--- src/rtl/pipe_pkg.sv ---
// -----------------------------------------------------------------------------
// pipe_pkg
// Shared definitions for the elastic pipeline family.
//   PIPE_DEF_WIDTH / PIPE_DEF_DEPTH : default payload width and stage count.
//   cnt_w(n)                        : width of an occupancy counter able to hold
//                                     0..n, never narrower than one bit.
// -----------------------------------------------------------------------------
package pipe_pkg;

    localparam int PIPE_DEF_WIDTH = 32;
    localparam int PIPE_DEF_DEPTH = 2;

    // Counter width for values 0..n; a zero-stage pipe still gets a 1-bit port.
    function automatic int cnt_w(input int n);
        int w;
        w = $clog2(n + 1);
        if (w < 1) begin
            cnt_w = 1;
        end else begin
            cnt_w = w;
        end
    endfunction

endpackage

--- src/rtl/pipe_elastic_stage.sv ---
// -----------------------------------------------------------------------------
// pipe_elastic_stage
// One valid/data register pair of the elastic pipeline.
//   clk      : rising-edge clock
//   reset    : synchronous active-low reset (clears valid, optionally data)
//   flush_i  : clear valid; data holds
//   load_i   : stage may take a new value this cycle (ready chain term)
//   valid_i  : valid bit offered by the upstream stage / input handshake
//   data_i   : payload offered by the upstream stage / input
//   valid_o  : registered valid bit
//   data_o   : registered payload
// -----------------------------------------------------------------------------
module pipe_elastic_stage
    import pipe_pkg::*;
#(
    parameter int               WIDTH      = PIPE_DEF_WIDTH,
    parameter int               RESET_DATA = 0,
    parameter logic [WIDTH-1:0] RESET_VAL  = '0
) (
    input  logic             clk,
    input  logic             reset,
    input  logic             flush_i,
    input  logic             load_i,
    input  logic             valid_i,
    input  logic [WIDTH-1:0] data_i,
    output logic             valid_o,
    output logic [WIDTH-1:0] data_o
);

    logic             valid_q;
    logic             valid_d;
    logic [WIDTH-1:0] data_q;
    logic [WIDTH-1:0] data_d;
    logic             data_we_s;

    // Payload only moves with a valid entry; reset and flush freeze it so the
    // previous contents survive when the data flops have no reset.
    assign data_we_s = reset & load_i & valid_i & ~flush_i;

    // Next-state valid: flush empties the stage, a load copies the upstream bit.
    always_comb begin
        if (flush_i) begin
            valid_d = 1'b0;
        end else if (load_i) begin
            valid_d = valid_i;
        end else begin
            valid_d = valid_q;
        end
    end

    // Next-state payload: take the upstream value on a write, else hold.
    always_comb begin
        if (data_we_s) begin
            data_d = data_i;
        end else begin
            data_d = data_q;
        end
    end

    // Valid register with synchronous active-low reset.
    always_ff @(posedge clk) begin
        if (!reset) begin
            valid_q <= 1'b0;
        end else begin
            valid_q <= valid_d;
        end
    end

    generate
        if (RESET_DATA != 0) begin : g_data_rst
            // Payload register cleared to RESET_VAL by reset.
            always_ff @(posedge clk) begin
                if (!reset) begin
                    data_q <= RESET_VAL;
                end else begin
                    data_q <= data_d;
                end
            end
        end else begin : g_data_norst
            // Payload register without a reset term (plain enable flop / SRL).
            always_ff @(posedge clk) begin
                data_q <= data_d;
            end
        end
    endgenerate

    assign valid_o = valid_q;
    assign data_o  = data_q;

endmodule

--- src/rtl/pipe_elastic.sv ---
// -----------------------------------------------------------------------------
// pipe_elastic
// WIDTH-bit, N-stage elastic pipeline with per-stage valid bits, ready/valid
// backpressure, bubble collapsing, flush and a registered occupancy count.
// With no stalls and no flush it is an exact N-cycle delay line; N=0 is a
// combinational pass-through.
//   clk        : rising-edge clock
//   reset      : synchronous active-low reset
//   i_flush    : discard all in-flight entries
//   i_valid    : upstream entry present
//   i_data     : upstream payload
//   o_ready_up : pipeline accepts an entry this cycle (may depend on i_ready_dn)
//   o_valid    : last stage holds a valid entry
//   o_data     : payload of the last stage
//   i_ready_dn : downstream accepts the entry this cycle
//   o_count    : number of valid stages
// -----------------------------------------------------------------------------
module pipe_elastic
    import pipe_pkg::*;
#(
    parameter int               WIDTH      = PIPE_DEF_WIDTH,
    parameter int               N          = PIPE_DEF_DEPTH,
    parameter int               RESET_DATA = 0,
    parameter logic [WIDTH-1:0] RESET_VAL  = '0
) (
    input  logic                clk,
    input  logic                reset,
    input  logic                i_flush,
    input  logic                i_valid,
    input  logic [WIDTH-1:0]    i_data,
    output logic                o_ready_up,
    output logic                o_valid,
    output logic [WIDTH-1:0]    o_data,
    input  logic                i_ready_dn,
    output logic [cnt_w(N)-1:0] o_count
);

    localparam int CW = cnt_w(N);

    generate
        if (N == 0) begin : g_pass
            // No storage: the handshake passes straight through.
            logic unused_clk_s;

            assign unused_clk_s = clk;
            assign o_valid      = i_valid;
            assign o_data       = i_data;
            assign o_ready_up   = i_ready_dn & ~i_flush & reset;
            assign o_count      = {CW{1'b0}};
        end else begin : g_pipe
            logic [N-1:0]     v_s;
            logic [WIDTH-1:0] d_s [N];
            logic [N-1:0]     rdy_s;
            logic             in_fire_s;
            logic             out_fire_s;
            logic [CW-1:0]    count_q;
            logic [CW-1:0]    count_d;

            // Ready chain, evaluated from the output end back to stage 0: a
            // stage can load if it is empty or its successor can load, which
            // is what lets bubbles collapse behind a stalled output.
            always_comb begin
                rdy_s = {N{1'b0}};
                rdy_s[N-1] = ~v_s[N-1] | i_ready_dn;
                for (int k = N - 2; k >= 0; k--) begin
                    rdy_s[k] = ~v_s[k] | rdy_s[k+1];
                end
            end

            assign o_ready_up = rdy_s[0] & ~i_flush & reset;
            assign in_fire_s  = i_valid & o_ready_up;
            assign out_fire_s = v_s[N-1] & i_ready_dn;

            for (genvar k = 0; k < N; k++) begin : g_stage
                logic             v_in_s;
                logic [WIDTH-1:0] d_in_s;

                if (k == 0) begin : g_head
                    assign v_in_s = in_fire_s;
                    assign d_in_s = i_data;
                end else begin : g_body
                    assign v_in_s = v_s[k-1];
                    assign d_in_s = d_s[k-1];
                end

                pipe_elastic_stage #(
                    .WIDTH      (WIDTH),
                    .RESET_DATA (RESET_DATA),
                    .RESET_VAL  (RESET_VAL)
                ) u_stage (
                    .clk     (clk),
                    .reset   (reset),
                    .flush_i (i_flush),
                    .load_i  (rdy_s[k]),
                    .valid_i (v_in_s),
                    .data_i  (d_in_s),
                    .valid_o (v_s[k]),
                    .data_o  (d_s[k])
                );
            end

            // Occupancy next state; a simultaneous in and out fire cancels.
            always_comb begin
                if (i_flush) begin
                    count_d = {CW{1'b0}};
                end else begin
                    count_d = count_q + CW'(in_fire_s) - CW'(out_fire_s);
                end
            end

            // Occupancy register with synchronous active-low reset.
            always_ff @(posedge clk) begin
                if (!reset) begin
                    count_q <= {CW{1'b0}};
                end else begin
                    count_q <= count_d;
                end
            end

            assign o_valid = v_s[N-1];
            assign o_data  = d_s[N-1];
            assign o_count = count_q;
        end
    endgenerate

endmodule

--- config.mk ---
export PLATFORM = sky130hd
export DESIGN_NAME = pipe_elastic
export DESIGN_NICKNAME = d
export VERILOG_FILES = /design/src/rtl/pipe_pkg.sv /design/src/rtl/pipe_elastic_stage.sv /design/src/rtl/pipe_elastic.sv
export SDC_FILE = /design/constraint.sdc
export NUM_CORES = 1
export LEC_CHECK = 0
export ABC_AREA = 1
export ABC_CLOCK_PERIOD_IN_PS = 3140
export BUFFER_PORTS_ARGS = -buffer_cell sky130_fd_sc_hd__clkbuf_2
export CORE_ASPECT_RATIO = 0.9
export CORE_UTILIZATION = 53
export DETAILED_ROUTE_END_ITERATION = 6
export GPL_ROUTABILITY_DRIVEN = 0
export HOLD_SLACK_MARGIN = 0.02
export PLACE_DENSITY_LB_ADDON = 0.3
export SLEW_MARGIN = 20
export SYNTH_ARGS = -nofsm -noshare
export SYNTH_HDL_FRONTEND = slang
export SYNTH_HIERARCHICAL = 1
export SYNTH_SLANG_ARGS = --single-unit
--- constraint.sdc ---
create_clock -name clk -period 3.14 [get_ports clk]
set_input_delay 0.628 -clock clk [delete_from_list [all_inputs] [get_ports clk]]
set_output_delay 0.628 -clock clk [all_outputs]
set_load 0.005 [all_outputs]
==> results of run 1 <==
[cell families (layout without fill, tap and decap cells)]
| kind of cell | after synthesis | count (layout) | synth area share |
|---|---|---|---|
| AO/OA/AOI/OAI | 1 | 1 | 0.00225 |
| adder cells (fa/ha/maj) | 2 | 2 | 0.0113 |
| buffers and inverters | 17 | 107 | 0.0287 |
| flip-flops | 68 | 68 | 0.902 |
| AND/OR/NAND/NOR | 24 | 24 | 0.0558 |
[stage by stage]
step	setup slack (ns)	total power [uW]	hold slack [ns]	area (um^2)
after floorplan	1.01	1030	0.400	2220
after global placement	1.17	1050	0.400	2650
after detailed placement	1.07	1060	0.405	2650
after CTS	1.35	1890	0.420	2890
after global routing	1.29	1930	0.428	2890
final	1.36	1860	0.417	2890
[registers in the layout, indices dropped and copies added (netlist names)]
name,cells
g_pipe.g_stage.u_stage/data_o,64
g_pipe.g_stage.u_stage/valid_o,2
o_count,2
[Yosys cell counts, drive strengths merged]
cell type   n  area share
nor3b       1      0.0034
ha          2       0.011
dfxtp       4       0.036
inv        17       0.029
nand2      15       0.030
a21oi       1      0.0023
nor2        6       0.016
nand3       2      0.0068
edfxtp     64        0.87
[worst reg2reg max path, stage by stage (launching register included)]
cell     delay, ns
dfxtp_1       0.35
nand3_2       0.11
nand2_2       0.05
inv_2         0.07
nand2_4       0.05
inv_2         0.04
nand2_1       0.04
inv_1         0.05
nand2_1       0.07
inv_1         0.06
buf_4         0.35
[metal layers]
layer / up-vias / part of all wire / global-route usage / routed length [um]
li1: 565 / - / - / -
met1: 514 / 0.37 / 0.188 / 1240
met2: 53 / 0.51 / 0.279 / 1720
met3: 10 / 0.089 / 0.102 / 297
met4: 0 / 0.026 / 0.0975 / 87
met5: - / 0 / 0 / 0
[cell type report]
cell class                      instances  area share
Sequential cell                        68       0.692
Inverter                               17      0.0221
Timing Repair Buffer                   74       0.130
Clock inverter                          7      0.0398
Clock buffer                            9      0.0428
Tap cell                               46      0.0199
Multi-Input combinational cell         27      0.0532
[worst paths after layout]
path,from,to,depth (start not counted)
worst min register to register,g_pipe.g_stage[0].u_stage/data_o[22],g_pipe.g_stage[1].u_stage/data_o[22],0
worst min-delay path,g_pipe.g_stage[0].u_stage/data_o[22],g_pipe.g_stage[1].u_stage/data_o[22],0
worst max-delay path,reset,o_ready_up,6
worst max register to register,g_pipe.g_stage[1].u_stage/valid_o,g_pipe.g_stage[0].u_stage/data_o[17],10
[power groups by stage]
stage / registers, uW / clock network [uW] / logic [uW]
5_1_grt: 998 / 884 / 43.5
6_report: 998 / 826 / 39.0
4_1_cts: 998 / 849 / 39.8
2_1_floorplan: 1020 / 0 / 10.8
3_5_place_dp: 1020 / 0 / 39.3
3_3_place_gp: 1020 / 0 / 36.8
==> flow_metrics.tcl, run 1 <==
set metrics [dict create \
    status "completed" \
    tightestPinTransition_ns 0.407 \
    cts_num_sinks 68 \
    design.die.area_um2 4450 \
    crit_path_end_kind "primary output" \
    wire_length_of_the_first_global_routing_pass_um 5290 \
    first_pass_iters 4 \
    fmax_mhz 563 \
    vdd.ir_drop.worst_uv 514 \
    crit_path_max_fanout 3 \
    synth_cells 112 \
    critPathTopFamily "buffers and inverters" \
    critPathLaunchType "input pin" \
    gr-usage-all-layers 0.178 \
    placement_rows 21 \
    worstPathRequired_ns 2.51 \
    synth_cell_types 15 \
    die_w_um 70.2 \
    ctsHoldBuffers 0 \
    fin_crit_sh 0.566 \
    tritoncts_clock_tree "built" \
    clk_transition_reported_paths_ns 0.07 \
    layout.cells.most_common "clkbuf_2" \
    stdcell_count 248 \
    vias_per_cell 4.60 \
    cts-buffers-inserted 9 \
    cts-htree-levels 3 \
    synth_area_um2 2220 \
    syn_to_final_growth_pct 30.3 \
    power.net_switching_uw 323 \
    cts-resized-gates 0 \
    grt_pass1_vias 1155 \
    grt_start_max_net_pins 33 \
    design.final.nets 236 \
    final-max-slew-violation-count 0 \
    critical_path.n_buffers_inverters 4 \
    io-pin-count 73 \
    worst_clock_skew_ns 0.00605 \
    seqCellArea_um2 2000 \
    crit_path_frequent_cell "clkbuf_2" \
    critPathKind "in2out" \
    data_arrival_time_of_the_critical_path_ns 1.15 \
    slew_headroom 0.729 \
    power.share.clock 0.443 \
    fillerInstances 253 \
    rrSetupSlack_ns 1.55 \
    synth.yosys.seq_area_share 0.902 \
    cts_root_buffer "clkbuf_8" \
    core_region_area_um2 3860 \
    routedWlPerCell_um 13.5 \
    rsz_0062_raised_after_global_routing "no" \
    final-setup-viol-count 0 \
    synthesis.yosys.warnings 6 \
    route.detailed.drc 0 \
    placedCellCount 232 \
    portBuffers 72 \
    postSynthNetCount 151 \
    vias 1142 \
    route.final.wire_length_um 3350 \
    fin_setup_tns_ns 0 \
    switching_share 0.173 \
    finalCoreUtilization 0.749 \
    final_hold_viol_count 0 \
    layout-drive-gt1-share 0.480 \
    share_comb_of_total_power 0.021 \
    cellPowerDensity_nw_per_um2 644 \
    clock_tree.buffer_depth 2 \
    floorplan.initialDensity 0.575 \
    cp_cell_sequence "clkbuf_2 -> inv_1 -> nor2_4 -> nand2_2 -> inv_2 -> clkbuf_2" \
    clock_latency_ns 0.34 \
    chip_height_um 63.4 \
    static-leakage-power_uw 0.00120 \
    drt.antenna.violating_nets 0 \
    yosys_register_bits 68 \
    layout.cells.most_common_list "72 x clkbuf_2, 64 x edfxtp_1, 15 x inv_1" \
    n_antenna_cell 0 \
    first_iter_violations 13 \
    antenna_found_initial 0 \
    post_synth.cell_area_avg_um2 19.8 \
    cell_internal_pwr_uw 1540 \
    cts.repair_timing.setup_buffer_count 0 \
    hpwlAfterDp_um 2360 \
    final.min_clock_period_ns 1.78 \
    critical_path.max_stage_delay_ns 0.11 \
    multi_input_area_um2 154 \
    max-cap-violations 0 \
    power.sequential.fraction 0.536 \
    grt_overflow_total 0 \
    worst_path_max_delay_cell "clkbuf_2" \
    holdCritPathClass "reg2reg" \
]
Power figures use the tool's default switching activity.
==> run 2, diff against run 1 <==
--- a/config.mk
+++ b/config.mk
@@ -6,10 +6,10 @@
 export NUM_CORES = 1
 export LEC_CHECK = 0
 export ABC_AREA = 1
-export ABC_CLOCK_PERIOD_IN_PS = 3140
+export ABC_CLOCK_PERIOD_IN_PS = 1800
 export BUFFER_PORTS_ARGS = -buffer_cell sky130_fd_sc_hd__clkbuf_2
 export CORE_ASPECT_RATIO = 0.9
-export CORE_UTILIZATION = 53
+export CORE_UTILIZATION = 49
 export DETAILED_ROUTE_END_ITERATION = 6
 export GPL_ROUTABILITY_DRIVEN = 0
 export HOLD_SLACK_MARGIN = 0.02
==> constraint.sdc (replaced) <==
create_clock -name clk -period 1.8 [get_ports clk]
set_input_delay 0.36 -clock clk [delete_from_list [all_inputs] [get_ports clk]]
set_output_delay 0.36 -clock clk [all_outputs]
set_load 0.005 [all_outputs]
==> run 2 against run 1 <==
  * Power increased by 58%
  * Critical path type is now reg2reg
  * Combinational power increased by 76%
  * Largest cell class unchanged
  * Critical path depth increased by 5
  * Register-to-register slack got worse by 1.3 ns
==> flow_metrics.tcl, run 2 (synthesis results as in run 1) <==
set metrics [dict create \
    grt_pass1_vias 1077 \
    worst_clock_skew_ns 0.00708 \
    vdd.ir_drop.worst_uv 761 \
    grt_start_max_net_pins 33 \
    finalWorstSetupSlack_ns 0.232 \
    final-setup-viol-count 0 \
    route.final.wire_length_um 3090 \
    final.min_clock_period_ns 1.57 \
    antenna_found_initial 0 \
    chip_height_um 65.9 \
    cts-resized-gates 0 \
    design.final.nets 236 \
    cts-buffers-inserted 9 \
    critical_path.max_stage_delay_ns 0.36 \
    layout.cells.most_common_list "72 x clkbuf_2, 64 x edfxtp_1, 14 x inv_1" \
    final-max-slew-violation-count 0 \
    slew_headroom 0.869 \
    fillerInstances 289 \
    routed.top_layer "met4" \
    core_region_area_um2 4210 \
    vias 1142 \
    cts.repair_timing.setup_buffer_count 0 \
    routedWlPerCell_um 11.8 \
    holdCritPathClass "in2reg" \
    fin_setup_tns_ns 0 \
    cts-htree-levels 3 \
    gr-usage-all-layers 0.149 \
    first_iter_violations 50 \
    portBuffers 72 \
    cts_root_buffer "clkbuf_8" \
    vias_per_cell 4.36 \
    fmax_mhz 638 \
    route.detailed.drc 0 \
    wire_length_of_the_first_global_routing_pass_um 4700 \
    die_w_um 72.9 \
    crit_path_end_kind "flop" \
    floorplan.initialDensity 0.527 \
    worst_path_max_delay_cell "dfxtp_1" \
    data_arrival_time_of_the_critical_path_ns 1.78 \
    layout-drive-gt1-share 0.475 \
    placement_rows 22 \
    cellPowerDensity_nw_per_um2 1020 \
    layout.cells.most_common "clkbuf_2" \
    worstPathRequired_ns 2.01 \
    dpl_worst_slack_ns 0.0461 \
    static-leakage-power_uw 0.00117 \
    rsz_0062_raised_after_global_routing "no" \
    tightestPinTransition_ns 0.197 \
    io-pin-count 73 \
    tritoncts_clock_tree "built" \
    hpwlAfterDp_um 2170 \
    clock_tree.buffer_depth 2 \
    n_antenna_cell 0 \
    drt.antenna.violating_nets 0 \
    grt_overflow_total 0 \
    critPathLaunchType "flop" \
    ctsHoldBuffers 0 \
    clk_transition_reported_paths_ns 0.07 \
    wl_met1_um 1250 \
    number_of_flip_flops_under_the_largest_register_name 64 \
    status "completed" \
    design.die.area_um2 4800 \
    syn_to_final_growth_pct 29.9 \
    cts_num_sinks 68 \
    clock_latency_ns 0.33 \
    final_hold_viol_count 0 \
    cp_cell_sequence "nand3_2 -> nand2_2 -> inv_2 -> nand2_4 -> ha_1 -> inv_1 -> ha_1 -> inv_1 -> nand2_1 -> a21oi_1 -> nor2_1" \
    crit_path_max_fanout 5 \
    first_pass_iters 4 \
    max-cap-violations 0 \
    critPathKind "reg2reg" \
    fin_crit_sh 0.871 \
    met2_wirelength_from_detailed_routing_um 1520 \
    met3_length_um 194 \
]
==> run 2: changes by cell type in the layout (fill, tap and decap cells not counted) <==
cell       change
buf_12         +2
buf_4          -2
bufinv_16      -2
clkbuf_1       +2
clkinv_2       +1
inv_1          -1
==> run 2: worst max-delay path, delay by kind of cell (launching register included) <==
family          cells  cell delay, ns
fa+ha+maj           2            0.45
flops               1            0.36
simple gates        5            0.33
buf+inv             3            0.17
compound gates      1            0.14
==> run 2: routing by layer <==
| layer | GRT usage | vias up |
|---|---|---|
| met4 | 0.120 | 0 |
| met3 | 0.0686 | 12 |
| met5 | 0 | - |
| met2 | 0.227 | 51 |
| li1 | - | 570 |
| met1 | 0.160 | 509 |
==> run 2: final timing paths <==
path                                                           start                                    to  slack (ns)  cells after the start
worst max register to register     g_pipe.g_stage[1].u_stage/valid_o                            o_count[1]        0.23                     11
worst min-delay path                                       i_data[4]   g_pipe.g_stage[0].u_stage/data_o[4]        0.20                      1
worst min register to register  g_pipe.g_stage[0].u_stage/data_o[11]  g_pipe.g_stage[1].u_stage/data_o[11]        0.42                      0
worst max-delay path               g_pipe.g_stage[1].u_stage/valid_o                            o_count[1]        0.23                     11
==> run 2: report_power, final <==
group	internal, uW	switching [uW]
clock	633	510
sequential	1740	3.78
combinational	36.9	31.7
==> run 2: layout make-up <==
cell class / count / area (um^2) / share of cell area
clock inverter: 5 / 52.6 / 0.0182
clock buffer: 11 / 131 / 0.0456
multi-input combinational: 27 / 154 / 0.0534
timing repair buffer: 74 / 400 / 0.139
tap: 60 / 75.1 / 0.0260
sequential: 68 / 2000 / 0.694
inverter: 17 / 67.6 / 0.0234
==> run 2: stage by stage <==
step | hold slack [ns] | utilization | cells | instance area [um^2] | total power (uW)
after floorplan | 0.400 | - | 112 | 2220 | 1790
after global placement | 0.401 | 0.641 | 246 | 2700 | 1840
after detailed placement | 0.405 | 0.641 | 246 | 2700 | 1840
after CTS | 0.189 | 0.684 | 262 | 2880 | 2990
after global routing | 0.176 | 0.684 | 262 | 2880 | 3060
final | 0.203 | 0.684 | 262 | 2880 | 2950
==> run 3, diff against run 2 <==
--- a/config.mk
+++ b/config.mk
@@ -9,7 +9,8 @@
 export ABC_CLOCK_PERIOD_IN_PS = 1800
 export BUFFER_PORTS_ARGS = -buffer_cell sky130_fd_sc_hd__clkbuf_2
 export CORE_ASPECT_RATIO = 0.9
-export CORE_UTILIZATION = 49
+export CORE_UTILIZATION = 30
+export CTS_CLUSTER_DIAMETER = 50
 export DETAILED_ROUTE_END_ITERATION = 6
 export GPL_ROUTABILITY_DRIVEN = 0
 export HOLD_SLACK_MARGIN = 0.02
==> run 3 against run 2 <==
  * Maximum frequency rose by 2.6%
  * Design area rose by 2.3%
  * Count of clock-buffer cells in the layout fell by 2
  * Final cell count rose by 13%
  * Non-clock buffer count rose by 1
  * Clock skew fell by 0.0012 ns
==> flow_metrics.tcl, run 3 (synthesis results as in run 1) <==
set metrics [dict create \
    die_w_um 92.7 \
    chip_height_um 83.6 \
    drt.antenna.violating_nets 0 \
    worstPathRequired_ns 2.03 \
    layout.cells.most_common "clkbuf_2" \
    status "completed" \
    stdcell_count 296 \
    final-setup-viol-count 0 \
    finalCoreUtilization 0.415 \
    critPathKind "reg2reg" \
    route.detailed.drc 0 \
    timing.reg2reg.worst_path_depth 11 \
    gr-usage-all-layers 0.0975 \
    cts_num_sinks 68 \
    rr_startpoint "g_pipe.g_stage[1].u_stage/valid_o" \
    cts-resized-gates 0 \
    crit_path_end_kind "flop" \
    cts.repair_timing.setup_buffer_count 0 \
    io-pin-count 73 \
    critical_path.endpoint "o_count[1]" \
    cts-buffers-inserted 9 \
    worst_clock_skew_ns 0.00588 \
    portBuffers 72 \
    crit_path_max_fanout 5 \
    critPathLaunchType "flop" \
    vias 1169 \
    cts_root_buffer "clkbuf_8" \
    min_path_cells 1 \
    hpwlAfterDp_um 2440 \
    clock_tree.buffer_depth 2 \
    layout-drive-gt1-share 0.483 \
    end_of_the_worst_register_to_register_path "o_count[1]" \
    rrSetupSlack_ns 0.27 \
    placedCellCount 280 \
    rsz_0062_raised_after_global_routing "no" \
    slew_headroom 0.882 \
    first_pass_iters 4 \
    floorplan.initialDensity 0.312 \
    final.min_clock_period_ns 1.53 \
    routedWlPerCell_um 11.8 \
    design.final.nets 237 \
    clk_transition_reported_paths_ns 0.07 \
    route.final.wire_length_um 3500 \
    fmax_mhz 655 \
    n_antenna_cell 0 \
    antenna_found_initial 0 \
    syn_to_final_growth_pct 32.9 \
    fin_setup_tns_ns 0 \
    wire_length_of_the_first_global_routing_pass_um 5440 \
    final-max-slew-violation-count 0 \
    clock_latency_ns 0.33 \
    max-cap-violations 0 \
    tritoncts_clock_tree "built" \
    post-layout-total-power_uw 3010 \
    data_arrival_time_of_the_critical_path_ns 1.76 \
    vias_per_cell 3.95 \
    grt_pass1_vias 1145 \
    placement_rows 29 \
    cellPowerDensity_nw_per_um2 1020 \
    holdCritPathClass "in2reg" \
    tightestPinTransition_ns 0.177 \
    core_region_area_um2 7110 \
    cts-htree-levels 3 \
    fillerInstances 680 \
    vdd.ir_drop.worst_uv 356 \
    number_of_flip_flops_under_the_largest_register_name 64 \
    layout.cells.most_common_list "72 x clkbuf_2, 64 x edfxtp_1, 14 x inv_1" \
    timing.critical_path.from "g_pipe.g_stage[1].u_stage/valid_o" \
    ctsHoldBuffers 0 \
    dpl_worst_slack_ns 0.0762 \
    first_iter_violations 13 \
    static-leakage-power_uw 0.00118 \
    grt_start_max_net_pins 33 \
    design.die.area_um2 7750 \
    final_hold_viol_count 0 \
    fin_crit_sh 0.849 \
    grt_overflow_total 0 \
    finalWorstSetupSlack_ns 0.272 \
]
run 3: through the flow:
step | instance area (um^2) | hold slack, ns
after global placement | 2760 | 0.401
after floorplan | 2220 | 0.400
final | 2950 | 0.200
after global routing | 2950 | 0.170
after CTS | 2950 | 0.175
after detailed placement | 2760 | 0.405
run 3: worst max-delay path, cell delays in order, from the launching register on:
cell     delay, ns
dfxtp_1       0.35
nand3_2       0.11
nand2_2       0.05
inv_2         0.07
nand2_4       0.05
ha_1          0.26
inv_1         0.03
ha_1          0.18
inv_1         0.05
nand2_1       0.05
a21oi_1       0.15
nor2_1        0.06
run 3: layer usage:
layer	GRT usage	wire length (um)	part of all wire	vias up
met5	0	0	0	-
met4	0.0503	74	0.021	0
met3	0.0528	295	0.084	9
met2	0.153	1690	0.48	56
met1	0.106	1440	0.41	537
li1	-	-	-	567
run 3: how the worst min path moves through the flow:
stage                                              start                                   end  slack [ns]
detailed placement  g_pipe.g_stage[0].u_stage/data_o[20]  g_pipe.g_stage[1].u_stage/data_o[20]        0.40
finish                                        i_data[28]  g_pipe.g_stage[0].u_stage/data_o[28]        0.20
global route                                   i_data[9]   g_pipe.g_stage[0].u_stage/data_o[9]        0.17
floorplan            g_pipe.g_stage[0].u_stage/data_o[0]   g_pipe.g_stage[1].u_stage/data_o[0]        0.40
CTS                                           i_data[28]  g_pipe.g_stage[0].u_stage/data_o[28]        0.17
global placement    g_pipe.g_stage[0].u_stage/data_o[22]  g_pipe.g_stage[1].u_stage/data_o[22]        0.40
run 3: cell type report:
| cell class | count | area [um^2] | share of cell area |
|---|---|---|---|
| clock inverters | 7 | 66.3 | 0.0225 |
| clock buffers | 9 | 124 | 0.0420 |
| flip-flops and latches | 68 | 2000 | 0.679 |
| inverters | 17 | 67.6 | 0.0229 |
| well taps | 93 | 116 | 0.0394 |
| multi-input cells | 27 | 154 | 0.0522 |
| repair buffers | 75 | 420 | 0.142 |
run 3: power breakdown:
part           internal [uW]  switching (uW)
Clock                    632             567
Sequential              1740            3.72
Combinational           38.1            30.7
